==> config.mk <==
export PLATFORM = sky130hd
export DESIGN_NAME = data_buffer_fifo_flat
export DESIGN_NICKNAME = d
export VERILOG_FILES = /design/src/rtl/data_buffer_pkg.sv /design/src/rtl/data_buffer_fifo_if.sv /design/src/rtl/data_buffer_mem.sv /design/src/rtl/data_buffer_fifo.sv /design/src/flat_wrapper.sv
export SDC_FILE = /design/constraint.sdc
export NUM_CORES = 1
export LEC_CHECK = 0
export BUFFER_PORTS_ARGS = -buffer_cell sky130_fd_sc_hd__buf_4
export CORE_ASPECT_RATIO = 0.5
export CORE_MARGIN = 3
export CORE_UTILIZATION = 35
export CTS_CLUSTER_SIZE = 24
export DETAILED_ROUTE_END_ITERATION = 8
export GPL_TIMING_DRIVEN = 0
export PLACE_DENSITY_LB_ADDON = 0.12
export SLEW_MARGIN = 30
export SYNTH_ARGS = -nofsm -noshare
export SYNTH_HDL_FRONTEND = slang
export SYNTH_SLANG_ARGS = --single-unit
==> constraint.sdc <==
create_clock -name i_clk -period 2.2 [get_ports i_clk]
set_input_delay 0.33 -clock i_clk [delete_from_list [all_inputs] [get_ports i_clk]]
set_output_delay 0.33 -clock i_clk [all_outputs]
set_load 0.005 [all_outputs]
==> src/rtl/data_buffer_pkg.sv <==
// Shared types and elaboration helpers for the multi-entry pipeline data buffer.
package data_buffer_pkg;

    localparam int MaxDepth = 64;

    // Wide enough to hold any legal occupancy value, 0..MaxDepth.
    typedef logic [$clog2(MaxDepth + 1) - 1:0] count_t;

    function automatic int ptr_width(input int depth);
        return (depth < 2) ? 1 : $clog2(depth);
    endfunction

    function automatic int count_width(input int depth);
        return $clog2(depth + 1);
    endfunction

    function automatic bit params_legal(input int depth, input int almost_full_th);
        return (depth >= 2) && (depth <= MaxDepth) && ((depth & (depth - 1)) == 0)
            && (almost_full_th >= 1) && (almost_full_th <= depth);
    endfunction

endpackage

==> src/rtl/data_buffer_fifo_if.sv <==
// Producer/consumer handshake bundle for data_buffer_fifo.
interface data_buffer_fifo_if #(
    parameter int DataWidth = 64,
    parameter int Depth     = 4
);
    localparam int CntW = $clog2(Depth + 1);

    logic                 jump;
    logic [DataWidth-1:0] wdata;
    logic                 winc;
    logic                 wfull;
    logic                 walmost_full;
    logic [DataWidth-1:0] rdata;
    logic                 rinc;
    logic                 rempty;
    logic [CntW-1:0]      count;
    logic                 err_overflow;
    logic                 err_underflow;

    modport master (
        output jump, wdata, winc, rinc,
        input  wfull, walmost_full, rdata, rempty, count, err_overflow, err_underflow
    );

    modport slave (
        input  jump, wdata, winc, rinc,
        output wfull, walmost_full, rdata, rempty, count, err_overflow, err_underflow
    );
endinterface

==> src/rtl/data_buffer_mem.sv <==
// Depth x DataWidth register array: one write port, one asynchronous read port,
// asynchronous active-low clear.
module data_buffer_mem #(
    parameter int DataWidth = 64,
    parameter int Depth     = 4,
    parameter int PtrW      = 2
) (
    input  logic                 i_clk,
    input  logic                 i_rst_n,
    input  logic                 i_we,
    input  logic [PtrW-1:0]      i_waddr,
    input  logic [DataWidth-1:0] i_wdata,
    input  logic [PtrW-1:0]      i_raddr,
    output logic [DataWidth-1:0] o_rdata
);

    logic [DataWidth-1:0] r_mem [Depth];

    always_ff @(posedge i_clk or negedge i_rst_n) begin
        if (!i_rst_n) begin
            for (int i = 0; i < Depth; i++) begin
                r_mem[i] <= '0;
            end
        end else if (i_we) begin
            r_mem[i_waddr] <= i_wdata;
        end
    end

    assign o_rdata = r_mem[i_raddr];

endmodule

==> src/rtl/data_buffer_fifo.sv <==
// Multi-entry first-word-fall-through pipeline buffer with optional empty bypass
// and a synchronous flush (jump) for branch redirects.
module data_buffer_fifo
    import data_buffer_pkg::*;
#(
    parameter int DataWidth    = 64,
    parameter int Depth        = 4,
    parameter int AlmostFullTh = 3,
    parameter bit BypassEn     = 1'b1
) (
    input logic               i_clk,
    input logic               i_rst_n,
    data_buffer_fifo_if.slave bus
);

    localparam int PtrW = ptr_width(Depth);
    localparam int CntW = count_width(Depth);

    if (!params_legal(Depth, AlmostFullTh)) begin : g_bad_params
        $error("data_buffer_fifo: Depth must be a power of two in 2..64 and AlmostFullTh in 1..Depth");
    end

    logic [PtrW-1:0]      r_wptr;
    logic [PtrW-1:0]      r_rptr;
    logic [CntW-1:0]      r_count;
    logic                 r_err_ovf;
    logic                 r_err_unf;

    logic                 w_stored_empty;
    logic                 w_full;
    logic                 w_rempty;
    logic                 w_bypass;
    logic                 w_wr_acc;
    logic                 w_rd_acc;
    logic [DataWidth-1:0] w_mem_rdata;
    count_t               w_count_ext;

    assign w_count_ext    = count_t'(r_count);
    assign w_stored_empty = (r_count == '0);
    assign w_full         = (r_count == CntW'(Depth));
    assign w_rempty       = w_stored_empty && !(BypassEn && bus.winc);

    // Empty pass-through: the word goes straight out, nothing is stored.
    assign w_bypass = BypassEn && w_stored_empty && bus.winc && bus.rinc && !bus.jump;
    assign w_wr_acc = bus.winc && !w_full && !bus.jump && !w_bypass;
    assign w_rd_acc = bus.rinc && !w_rempty && !bus.jump && !w_bypass;

    always_ff @(posedge i_clk or negedge i_rst_n) begin
        if (!i_rst_n) begin
            r_wptr    <= '0;
            r_rptr    <= '0;
            r_count   <= '0;
            r_err_ovf <= 1'b0;
            r_err_unf <= 1'b0;
        end else begin
            r_err_ovf <= bus.winc && w_full && !bus.jump;
            r_err_unf <= bus.rinc && w_rempty && !bus.jump;
            if (bus.jump) begin
                r_wptr  <= '0;
                r_rptr  <= '0;
                r_count <= '0;
            end else begin
                if (w_wr_acc) begin
                    r_wptr <= r_wptr + PtrW'(1);
                end
                if (w_rd_acc) begin
                    r_rptr <= r_rptr + PtrW'(1);
                end
                if (w_wr_acc && !w_rd_acc) begin
                    r_count <= r_count + CntW'(1);
                end else if (w_rd_acc && !w_wr_acc) begin
                    r_count <= r_count - CntW'(1);
                end
            end
        end
    end

    data_buffer_mem #(
        .DataWidth(DataWidth),
        .Depth    (Depth),
        .PtrW     (PtrW)
    ) u_mem (
        .i_clk  (i_clk),
        .i_rst_n(i_rst_n),
        .i_we   (w_wr_acc),
        .i_waddr(r_wptr),
        .i_wdata(bus.wdata),
        .i_raddr(r_rptr),
        .o_rdata(w_mem_rdata)
    );

    assign bus.rdata         = (BypassEn && w_stored_empty) ? bus.wdata : w_mem_rdata;
    assign bus.wfull         = w_full;
    assign bus.walmost_full  = (w_count_ext >= count_t'(AlmostFullTh));
    assign bus.rempty        = w_rempty;
    assign bus.count         = r_count;
    assign bus.err_overflow  = r_err_ovf;
    assign bus.err_underflow = r_err_unf;

endmodule
==> src/flat_wrapper.sv <==
// flat-port wrapper written by rule: the top's interface ports become plain ports
module data_buffer_fifo_flat import data_buffer_pkg::*;
#(
    parameter int DataWidth    = 64,
    parameter int Depth        = 4,
    parameter int AlmostFullTh = 3,
    parameter bit BypassEn     = 1'b1
)
  (i_clk, i_rst_n, bus_jump, bus_wdata, bus_winc, bus_rinc, bus_wfull, bus_walmost_full, bus_rdata, bus_rempty, bus_count, bus_err_overflow, bus_err_underflow);
  data_buffer_fifo_if #(.DataWidth(DataWidth), .Depth(Depth)) bus_i ();
  input logic i_clk;
  input logic i_rst_n;
  input wire logic [$bits(bus_i.jump)-1:0] bus_jump;
  input wire logic [$bits(bus_i.wdata)-1:0] bus_wdata;
  input wire logic [$bits(bus_i.winc)-1:0] bus_winc;
  input wire logic [$bits(bus_i.rinc)-1:0] bus_rinc;
  output wire logic [$bits(bus_i.wfull)-1:0] bus_wfull;
  output wire logic [$bits(bus_i.walmost_full)-1:0] bus_walmost_full;
  output wire logic [$bits(bus_i.rdata)-1:0] bus_rdata;
  output wire logic [$bits(bus_i.rempty)-1:0] bus_rempty;
  output wire logic [$bits(bus_i.count)-1:0] bus_count;
  output wire logic [$bits(bus_i.err_overflow)-1:0] bus_err_overflow;
  output wire logic [$bits(bus_i.err_underflow)-1:0] bus_err_underflow;
  assign bus_i.jump = bus_jump;
  assign bus_i.wdata = bus_wdata;
  assign bus_i.winc = bus_winc;
  assign bus_i.rinc = bus_rinc;
  assign bus_wfull = bus_i.wfull;
  assign bus_walmost_full = bus_i.walmost_full;
  assign bus_rdata = bus_i.rdata;
  assign bus_rempty = bus_i.rempty;
  assign bus_count = bus_i.count;
  assign bus_err_overflow = bus_i.err_overflow;
  assign bus_err_underflow = bus_i.err_underflow;
  data_buffer_fifo #(.DataWidth(DataWidth), .Depth(Depth), .AlmostFullTh(AlmostFullTh), .BypassEn(BypassEn)) u_core (.i_clk(i_clk), .i_rst_n(i_rst_n), .bus(bus_i));
endmodule
[Word level (Yosys, flattened, before mapping)]
Index checks and enable logic that the tools add are counted.
Word-level totals
  register bits: 265
  input bits: 69
  output and inout port bits: 72
  logic and storage cells: 62
Cells by class
  add/subtract/negate cells: 4
  magnitude comparators: 4
  equal/unequal tests: 1
  mux-type cells: 14
  bitwise logic cells: 2
  reductions and logical operators: 28
Operator list (count)
  256-bit bitwise mux: 1
  64-bit 2-to-1 mux: 4
  64-bit binary-select mux with 2-bit select: 1
  64-bit demux with 2-bit select: 1
  1-bit logical AND: 17
  3-bit 2-to-1 mux: 3
  2-bit 2-to-1 mux: 4
  1-bit zero test: 7
  3-bit >= comparator (second input constant): 2
  2-bit inverter with 3-bit output: 2
  2-bit by 1-bit adder with 2-bit output (second input constant): 2
  2-bit nonzero test: 2
  3-bit by 1-bit adder with 3-bit output (second input constant): 1
  3-bit == test (second input constant): 1
  3-bit by 2-bit >= comparator with 1-bit output (second input constant): 1
  3-bit zero test: 1
  3-bit by 1-bit less-than comparator with 1-bit output (second input constant): 1
  3-bit nonzero test: 1
  3-bit by 1-bit subtractor with 3-bit output (second input constant): 1

[Longest topological paths before layout]
Gate-level depths: netlist of the first run.
  word-level depth: 11
  gate-level depth with buffers: 10
  mapped depth without buffers: 8

[Modules after synthesis]
A second synthesis of the first run with hierarchy kept.
Second synthesis, totals
  cell total of the unflattened synthesis: 745
  area, all modules: 12517.0 sq um
By module, submodules not included
  data_buffer_mem: instances 1, cells an instance 621, area an instance 11162.0 sq um, seq. area each 6406.1 sq um
  data_buffer_fifo: instances 1, cells an instance 124, area an instance 1355.0 sq um, seq. area each 225.2 sq um

[Worst setup path before layout of the first run]
Ideal clock, no wire load.
  path type: register to register
  from: reg u_core.r_count[1], in the netlist u_core.bus.count[1]
  to: reg u_core.r_count[2], in the netlist u_core.bus.count[2]
  setup time: 0.094 ns
  arrival: 2.012 ns
  data required time: 2.106 ns
  slack: 0.094 ns
  cell stages (with the launch flop): 11
  buffers on the path: 3
  period minus slack after synthesis: 2.106 ns
  cell sequence: dfrtp_1 > or3_1 > buf_2 > buf_6 > buf_2 > a21oi_1 > fa_1 > nor2_1 > nand2_1 > o22ai_1 > a211oi_1
On the way
  cells in the longest elaborated chain, start to end: 10
Ends and longest elaborated chain
  start: declaration: RTL line data_buffer_fifo.sv:25  | logic [CntW-1:0] r_count;
  start signal: assignment: RTL line data_buffer_fifo.sv:70  | r_count <= r_count + CntW'(1);
  start signal: assignment: RTL line data_buffer_fifo.sv:72  | r_count <= r_count - CntW'(1);
  3-bit zero test: RTL line data_buffer_fifo.sv:39  | assign w_stored_empty = (r_count == '0);
  1-bit logical AND, on equally long branches: RTL line data_buffer_fifo.sv:41, data_buffer_fifo.sv:44
  1-bit zero test or 1-bit logical AND (tied branches): RTL line data_buffer_fifo.sv:46, data_buffer_fifo.sv:44
  1-bit logical AND, on equally long branches: RTL line data_buffer_fifo.sv:46, data_buffer_fifo.sv:44
  1-bit logical AND or 1-bit zero test (tied branches): RTL line data_buffer_fifo.sv:46, data_buffer_fifo.sv:45
  1-bit logical AND: RTL line data_buffer_fifo.sv:46  | assign w_rd_acc = bus.rinc && !w_rempty && !bus.jump && !w_bypass;
  1-bit zero test: RTL line data_buffer_fifo.sv:69  | if (w_wr_acc && !w_rd_acc) begin
  1-bit logical AND: RTL line data_buffer_fifo.sv:69
  3-bit 2-to-1 mux: RTL line data_buffer_fifo.sv:69
  3-bit 2-to-1 mux: RTL line data_buffer_fifo.sv:58  | if (bus.jump) begin
Parallel ways exist; a longest one is shown, timed or not. The select of a mux whose other input is x is not followed.
A chain may end at the register's enable or synchronous reset.

[Worst setup path after layout of the first run]
  from: reg u_core.r_rptr[0]
  to: out bus_rdata[11]
On the way
  cells in the longest elaborated chain, start to end: 5
Ends and longest elaborated chain
  start: declaration: RTL line data_buffer_fifo.sv:24  | logic [PtrW-1:0] r_rptr;
  start signal: assignment: RTL line data_buffer_fifo.sv:67  | r_rptr <= r_rptr + PtrW'(1);
  2-bit inverter with 3-bit output (not written as such): RTL line data_buffer_mem.sv:29  | assign o_rdata = r_mem[i_raddr];
  64-bit binary-select mux with 2-bit select: RTL line data_buffer_mem.sv:29
  64-bit 2-to-1 mux (not written as such) (2 in series): RTL line data_buffer_mem.sv:29
  64-bit 2-to-1 mux: RTL line data_buffer_fifo.sv:92  | assign bus.rdata = (BypassEn && w_stored_empty) ? bus.wdata : w_mem_rdata;
  end: declaration: RTL line flat_wrapper.sv:19  | output wire logic [$bits(bus_i.rdata)-1:0] bus_rdata;
No other way between the ends. The select of a mux whose other input is x is not followed.

==> impl_metrics.csv, run 1 <==
group,metric,value,unit
run_status,outcome,"complete, but fails checks",
run_status,failed_checks,"setup timing",
final_layout,antennaDiodeCount,0,
critical_path,slowest_delay,540,ps
logic_synthesis,synth_area_leaders,"dfrtp_1, mux2_4, mux4_2",
critical_path,cp_max_fo,8,
final_layout,multiInputGateArea,6610,um2
floorplanning,die_x,283,um
critical_path,reg2regPathDepth,9,
timing,rsz0062_at_grt,"yes",
grt,grt_max_degree,77,
cts,numCtsBuffers,27,
final_layout,fin_cells,1460,
critical_path,start_kind,"flip-flop",
floorplanning,die_h,144,um
timing,relSlewSlack,0.523,
worst_hold_path,hold_class,"in -> reg",
final_layout,fillers,3212,
grt,antenna_found_initial,0,
cts,cts_buffer_depth,3,
logic_synthesis,syn_nets,822,
power,power_frac_seq,0.326,
worst_hold_path,min_to,"u_core.u_mem.r_mem[0]",
logic_synthesis,ys_types,33,
routing,vias_per_cell,4.92,
routing,drt_wl_total,31700,um
timing,min_period,2590,ps
critical_path,worstPathArrival,2260,ps
critical_path,r2r-end,"u_core.bus.count[1]",
cts,worstSkewPairLatency,540,ps
floorplanning,rows,49,
grt,grt_pass1_vias,8128,
logic_synthesis,yosys.area.top_type,"dfrtp_1",
power,switching_share,0.276,
logic_synthesis,synthFlopType,"dfrtp_1",
critical_path,criticalPathCategory,"reg -> out",
routing,ant_nets,0,
placed_design,dpl_cell_area,15100,um2
routing,num_vias,7180,
logic_synthesis,synth_top_area_share,0.496,
placed_design,port_buffers,139,
worst_hold_path,hold_path_depth,2,
final_layout,area_growth,28.6,%
power,comb_power_share,0.479,
routing,wl_per_cell,21.7,um
power,p_leak,0.00852,uW
worst_hold_path,min_from,"bus_wdata[0]",
logic_synthesis,syn_area,13400,um2
timing,layout_setup_ws,-386,ps
power,ir_drop,712,uV
power,clkPwrFrac,0.195,
placed_design,routabilityCongestion,0.737,
power,internal_power,17800,uW
timing,setup_viol_count_final,67,
grt,grt_use_total,0.155,
cts,root_buffer,"clkbuf_16",
floorplanning,start_util,0.364,
critical_path,path_cells,"buf_12, buf_6, buf_12, mux4_2, mux2_4, buf_6",
power,switchingPower,6800,uW
flow_run,cap_violations,0,
cts,clkTransAtPathRegs,70,ps
logic_synthesis,synth_edf_count,0,
placed_design,dp.cells,1374,
logic_synthesis,ys_async_sr_fraction,1.00,
logic_synthesis,ys_warn_count,0,
power,powerDensity,1430,nW/um2
floorplanning,dieArea,40800,um2
floorplanning,top_level_ports,141,
grt,grt_pass1_wl,49300,um
routing,drt-initial-drc-count,335,
floorplanning,core-area,36800,um2
logic_synthesis,synth_most_common_cell,"dfrtp_1",
cts,cts-htree-levels,1,
final_layout,design_area,17200,um2
grt,overflow,0,
routing,firstDrtPassIters,4,
timing,finalHoldViolCount,0,
timing,tightest_slew,710,ps
cts,clock-sinks,265,
logic_synthesis,ys_top_cells_by_count,"dfrtp_1, mux2_4, mux2_1",
critical_path,critical_path_required,1870,ps
timing,min_period_over_period,1.18,
timing,fin_tns_setup,-22920,ps
timing,fmax,387,MHz
critical_path,worstSetupEndpointType,"output port",
critical_path,crit_slowest_cell,"mux4_2",
cts,cts_tree,"built",
logic_synthesis,ys_seq_elements,265,
final_layout,drive_gt1_frac,0.676,
final_layout,regArea,6640,um2
logic_synthesis,ys_seq_area_frac,0.496,
placed_design,place_hpwl,19700,um
critical_path,r2r_slack,-70,ps
timing,slew_viol_final,0,
logic_synthesis,netlist_instances,748,
timing,fin_skew,8.91,ps
final_layout,layout.nets,1030,
critical_path,r2r-start,"u_core.bus.count[1]",
logic_synthesis,avgSynthCellArea,17.9,um2
routing,drc,0,
-- logic make-up after synthesis --
group,synth area share
multiplexers,0.446
flip-flops,0.496
buffers and inverters,0.0318
AND/OR/NAND/NOR,0.0141
AO/OA/AOI/OAI,0.00542
adder cells (fa/ha/maj),0.00524
XOR/XNOR,0.00196
-- registers in the layout (all words and copies together), names as in the netlist --
signal and cells:
u_core.bus.err_overflow 1, u_core.r_wptr 2, u_core.bus.count 3, u_core.u_mem.r_mem 256, u_core.r_rptr 2, u_core.bus.err_underflow 1
-- routing by layer --
metal,GRT usage,vias to the layer above,part of all wire
met4,0.0242,0,0.016
met3,0.0269,37,0.028
li1,-,3197,-
met1,0.213,3857,0.47
met2,0.265,89,0.49
met5,0,-,0
-- worst max-delay path, delay by kind of cell (launching register included) --
| family | cells | cell delay, ps |
|---|---|---|
| mux | 2 | 830 |
| buf+inv | 4 | 480 |
| flops | 1 | 410 |
-- power groups by stage --
| stage | combinational (uW) | clock, uW | sequential, uW |
|---|---|---|---|
| after floorplan | 6500 | 0 | 7690 |
| after global placement | 9070 | 0 | 8000 |
| after detailed placement | 9190 | 0 | 8050 |
| after CTS | 10800 | 4960 | 8000 |
| after global routing | 12500 | 5170 | 8280 |
| final | 11800 | 4800 | 8010 |
-- cell usage in the layout (no fill, tap or decap), types with 4 or more instances in the layout --
cell type and count:
mux2_4 303, dfrtp_1 261, buf_4 102, buf_6 91
mux4_2 64, clkbuf_16 33, mux2_1 17, buf_12 14
nor2_1 7, clkbuf_8 6, clkinv_2 5, clkinvlp_4 5
inv_1 4, clkbuf_1 4, buf_8 4, nand2_8 4
ha_1 4, dfrtp_2 4
-- per-stage QoR --
| stage | total power, uW | worst slack (ps) | hold slack, ps | util |
|---|---|---|---|---|
| 6_report | 24600 | -386 | 39.2 | 0.468 |
| 5_1_grt | 26000 | -452 | 31.1 | 0.468 |
| 4_1_cts | 23700 | -432 | 15.2 | 0.453 |
| 3_5_place_dp | 17200 | -353 | 272 | 0.411 |
| 3_3_place_gp | 17100 | -1550 | 470 | 0.409 |
| 2_1_floorplan | 14200 | 94.2 | 34.4 | - |
-- timing repair --
action | 4_1_cts | 5_1_grt
cloned | 0 | 6
hold buffers | 2 | 0
hold endpoints to repair | 46 | 0
setup endpoints to repair | 67 | 67
resized for setup | 150 | 67
buffers inserted | 14 | 15
pin swaps | 0 | 6
-- worst max path at each step --
stage | startpoint | to
global route | u_core.r_rptr[0] | bus_rdata[12]
finish | u_core.r_rptr[0] | bus_rdata[11]
floorplan | u_core.bus.count[1] | u_core.bus.count[2]
detailed placement | u_core.bus.count[0] | u_core.bus.count[2]
global placement | i_rst_n | u_core.u_mem.r_mem[228]
CTS | u_core.r_rptr[0] | bus_rdata[41]
-- final cells by class --
class | instances | share of cell area
timing repair buffer | 179 | 0.107
clock inverter | 14 | 0.00938
tap | 484 | 0.0352
sequential | 265 | 0.386
clock buffer | 35 | 0.0439
buffer | 49 | 0.0344
inverter | 4 | 0.000872
multi-input combinational | 430 | 0.384
No activity file was read; power rests on OpenSTA's default activity.
==> run 2: changes to the inputs <==
--- a/config.mk
+++ b/config.mk
@@ -7,7 +7,6 @@
 export LEC_CHECK = 0
 export BUFFER_PORTS_ARGS = -buffer_cell sky130_fd_sc_hd__buf_4
 export CORE_ASPECT_RATIO = 0.5
-export CORE_MARGIN = 3
 export CORE_UTILIZATION = 35
 export CTS_CLUSTER_SIZE = 24
 export DETAILED_ROUTE_END_ITERATION = 8
@@ -16,4 +15,5 @@
 export SLEW_MARGIN = 30
 export SYNTH_ARGS = -nofsm -noshare
 export SYNTH_HDL_FRONTEND = slang
+export SYNTH_HIERARCHICAL = 1
 export SYNTH_SLANG_ARGS = --single-unit
==> constraint.sdc (replaced) <==
create_clock -name i_clk -period 2.7 [get_ports i_clk]
set_input_delay 0.405 -clock i_clk [delete_from_list [all_inputs] [get_ports i_clk]]
set_output_delay 0.405 -clock i_clk [all_outputs]
set_load 0.005 [all_outputs]
==> run 2 against run 1 <==
Against the previous run: the run now ends clean; synthesized area fell by 6.5%; clock power fell by 22%; worst hold slack improved by 34 ps; highest routed layer unchanged; sequential power fell by 25%; synthesized cell count fell by 0.40%; first-iteration DRC count fell by 3.3%.
==> impl_metrics.csv, run 2 <==
group,metric,value,unit
cts,cts_buffer_depth,3,
critical_path,reg2regPathDepth,8,
final_layout,design_area,15500,um2
routing,drc,0,
timing,whs,73.3,ps
power,comb_power_share,0.412,
final_layout,area_growth,23.5,%
critical_path,worstSetupEndpointType,"output port",
routing,ant_nets,0,
critical_path,cp_max_fo,6,
timing,fin_tns_setup,0,ps
routing,vias_per_cell,4.96,
final_layout,largest_register_ffs,256,
logic_synthesis,ys_types,35,
cts,cts_tree,"built",
grt,grt_pass1_wl,44500,um
timing,tightest_slew,445,ps
timing,min_period_over_period,0.982,
grt,overflow,0,
logic_synthesis,synth_area_leaders,"dfrtp_1, mux2_2, mux4_2",
placed_design,pre_cts_ws,104,ps
power,powerDensity,1080,nW/um2
critical_path,criticalPathCategory,"reg -> out",
grt,grt_use_total,0.157,
critical_path,r2r_slack,500,ps
logic_synthesis,synthFlopType,"dfrtp_1",
placed_design,port_buffers,139,
run_status,outcome,"complete, no violations",
timing,min_period,2650,ps
critical_path,start_kind,"flip-flop",
logic_synthesis,yosys.area.top_type,"dfrtp_1",
grt,grt_pass1_vias,7594,
critical_path,worstPathArrival,2250,ps
timing,layout_setup_ws,47.7,ps
placed_design,routabilityCongestion,0.752,
placed_design,dpl_cell_area,14300,um2
logic_synthesis,ys_top_cells_by_count,"mux2_2, dfrtp_1, mux4_2",
cts,root_buffer,"clkbuf_16",
timing,rsz0062_at_grt,"yes",
logic_synthesis,ys_seq_area_frac,0.530,
logic_synthesis,syn_nets,815,
power,internal_power,12000,uW
cts,cts-htree-levels,1,
logic_synthesis,ys_async_sr_fraction,1.00,
timing,fin_skew,18.9,ps
logic_synthesis,ys_warn_count,6,
power,power_frac_seq,0.363,
power,switchingPower,4640,uW
critical_path,critical_path_required,2300,ps
logic_synthesis,synth_edf_count,0,
timing,finalHoldViolCount,0,
power,p_leak,0.00706,uW
grt,grt_max_degree,65,
cts,worstSkewPairLatency,550,ps
floorplanning,top_level_ports,141,
floorplanning,die_x,269,um
grt,antenna_found_initial,0,
routing,drt-initial-drc-count,324,
timing,fmax,377,MHz
final_layout,fillers,3124,
timing,slew_viol_final,0,
power,switching_share,0.279,
logic_synthesis,netlist_instances,745,
power,clkPwrFrac,0.225,
routing,firstDrtPassIters,4,
logic_synthesis,ys_seq_elements,265,
routing,num_vias,7029,
final_layout,layout.nets,997,
final_layout,regMostFlops,"u_core/u_mem/r_mem",
final_layout,final_cell_mix,"mux2_2, dfrtp_1, buf_4, mux4_2, clkbuf_16",
floorplanning,start_util,0.359,
flow_run,cap_violations,0,
logic_synthesis,syn_area,12500,um2
logic_synthesis,avgSynthCellArea,16.8,um2
floorplanning,core-area,34800,um2
worst_hold_path,hold_path_depth,2,
routing,drt_wl_total,28900,um
timing,setup_viol_count_final,0,
final_layout,final_common_cell,"mux2_2",
power,power,16600,uW
floorplanning,rows,48,
logic_synthesis,synth_most_common_cell,"mux2_2",
placed_design,place_hpwl,18800,um
timing,relSlewSlack,0.704,
final_layout,drive_gt1_frac,0.671,
floorplanning,die_h,136,um
worst_hold_path,hold_class,"in -> reg",
cts,numCtsBuffers,27,
power,ir_drop,441,uV
cts,clock-sinks,265,
logic_synthesis,synth_top_area_share,0.530,
cts,clkTransAtPathRegs,60,ps
floorplanning,dieArea,36600,um2
routing,wl_per_cell,20.4,um
final_layout,antennaDiodeCount,0,
## run 2: cell count changes in the layout (fill, tap and decap cells not counted), moves of 5 or more
cell | before | now
clkbuf_8 | 6 | 12
mux2_4 | 303 | 23
buf_6 | 91 | 21
buf_12 | 14 | 8
nor2_1 | 7 | 12
buf_4 | 102 | 147
mux2_2 | 2 | 294
mux2_1 | 17 | 5
clkinvlp_4 | 5 | 0
## run 2: worst max-delay path: stages, from the launching register on
cell and delay, ps:
dfrtp_2 420, buf_12 170, buf_4 160, mux4_2 510
mux2_2 310, buf_4 140
## run 2: power by group through the flow
stage	Sequential [uW]	Clock, uW	Combinational [uW]
finish	6040	3740	6850
global route	6220	4030	7360
CTS	6040	3880	6680
detailed placement	6110	0	6450
global placement	6050	0	6310
floorplan	5870	0	4350
## run 2: layer usage
layer  GRT usage  vias up  share of wire
li1            -     3168              -
met1       0.207     3766           0.46
met2       0.277       64           0.50
met4      0.0271        0          0.014
met5           0        -              0
met3      0.0269       31          0.024
## run 2: logic make-up (layout without fill, tap and decap cells)
logic type,after synthesis,count (layout),share of synthesized area
flip-flops,265,265,0.530
AND/OR/NAND/NOR,26,26,0.0119
XOR/XNOR,4,4,0.00280
buffers and inverters,54,251,0.0378
adder cells (fa/ha/maj),1,1,0.00160
AO/OA/AOI/OAI,9,9,0.00620
multiplexers,386,386,0.410
## run 2: path summary, 6_finish.rpt
check	from	to
setup / recovery	u_core/r_rptr[0]	bus_rdata[52]
hold / removal	bus_winc	u_core/bus.err_underflow
setup reg to reg	u_core/bus.count[2]	u_core/u_mem/r_mem[229]
hold reg to reg	u_core/u_mem/r_mem[252]	u_core/u_mem/r_mem[252]
max in group asynchronous	i_rst_n	u_core/u_mem/r_mem[212]
min in group asynchronous	i_rst_n	u_core/u_mem/r_mem[175]
## run 2: metrics by stage
stage / util / std cells
detailed placement: 0.410 / 1363
global placement: 0.406 / 1359
finish: 0.444 / 1417
floorplan: - / 745
CTS: 0.438 / 1411
global route: 0.444 / 1417
## run 2: layout make-up
class / instances / area (um2) / share of cell area
plain buffers: 50 / 596 / 0.0385
multi-input cells: 426 / 5440 / 0.351
well taps: 475 / 594 / 0.0384
inverters: 3 / 11.3 / 0.000728
clock buffers: 39 / 781 / 0.0505
flip-flops and latches: 265 / 6640 / 0.429
repair buffers: 154 / 1320 / 0.0856
clock inverters: 5 / 82.6 / 0.00534
## run 2: timing repair
action                     CTS  global route
gates cloned                 0             4
hold buffers                 1             0
resized for setup           28            21
setup endpoints to repair   64            58
setup buffers                4             2
hold endpoints to repair    45             0
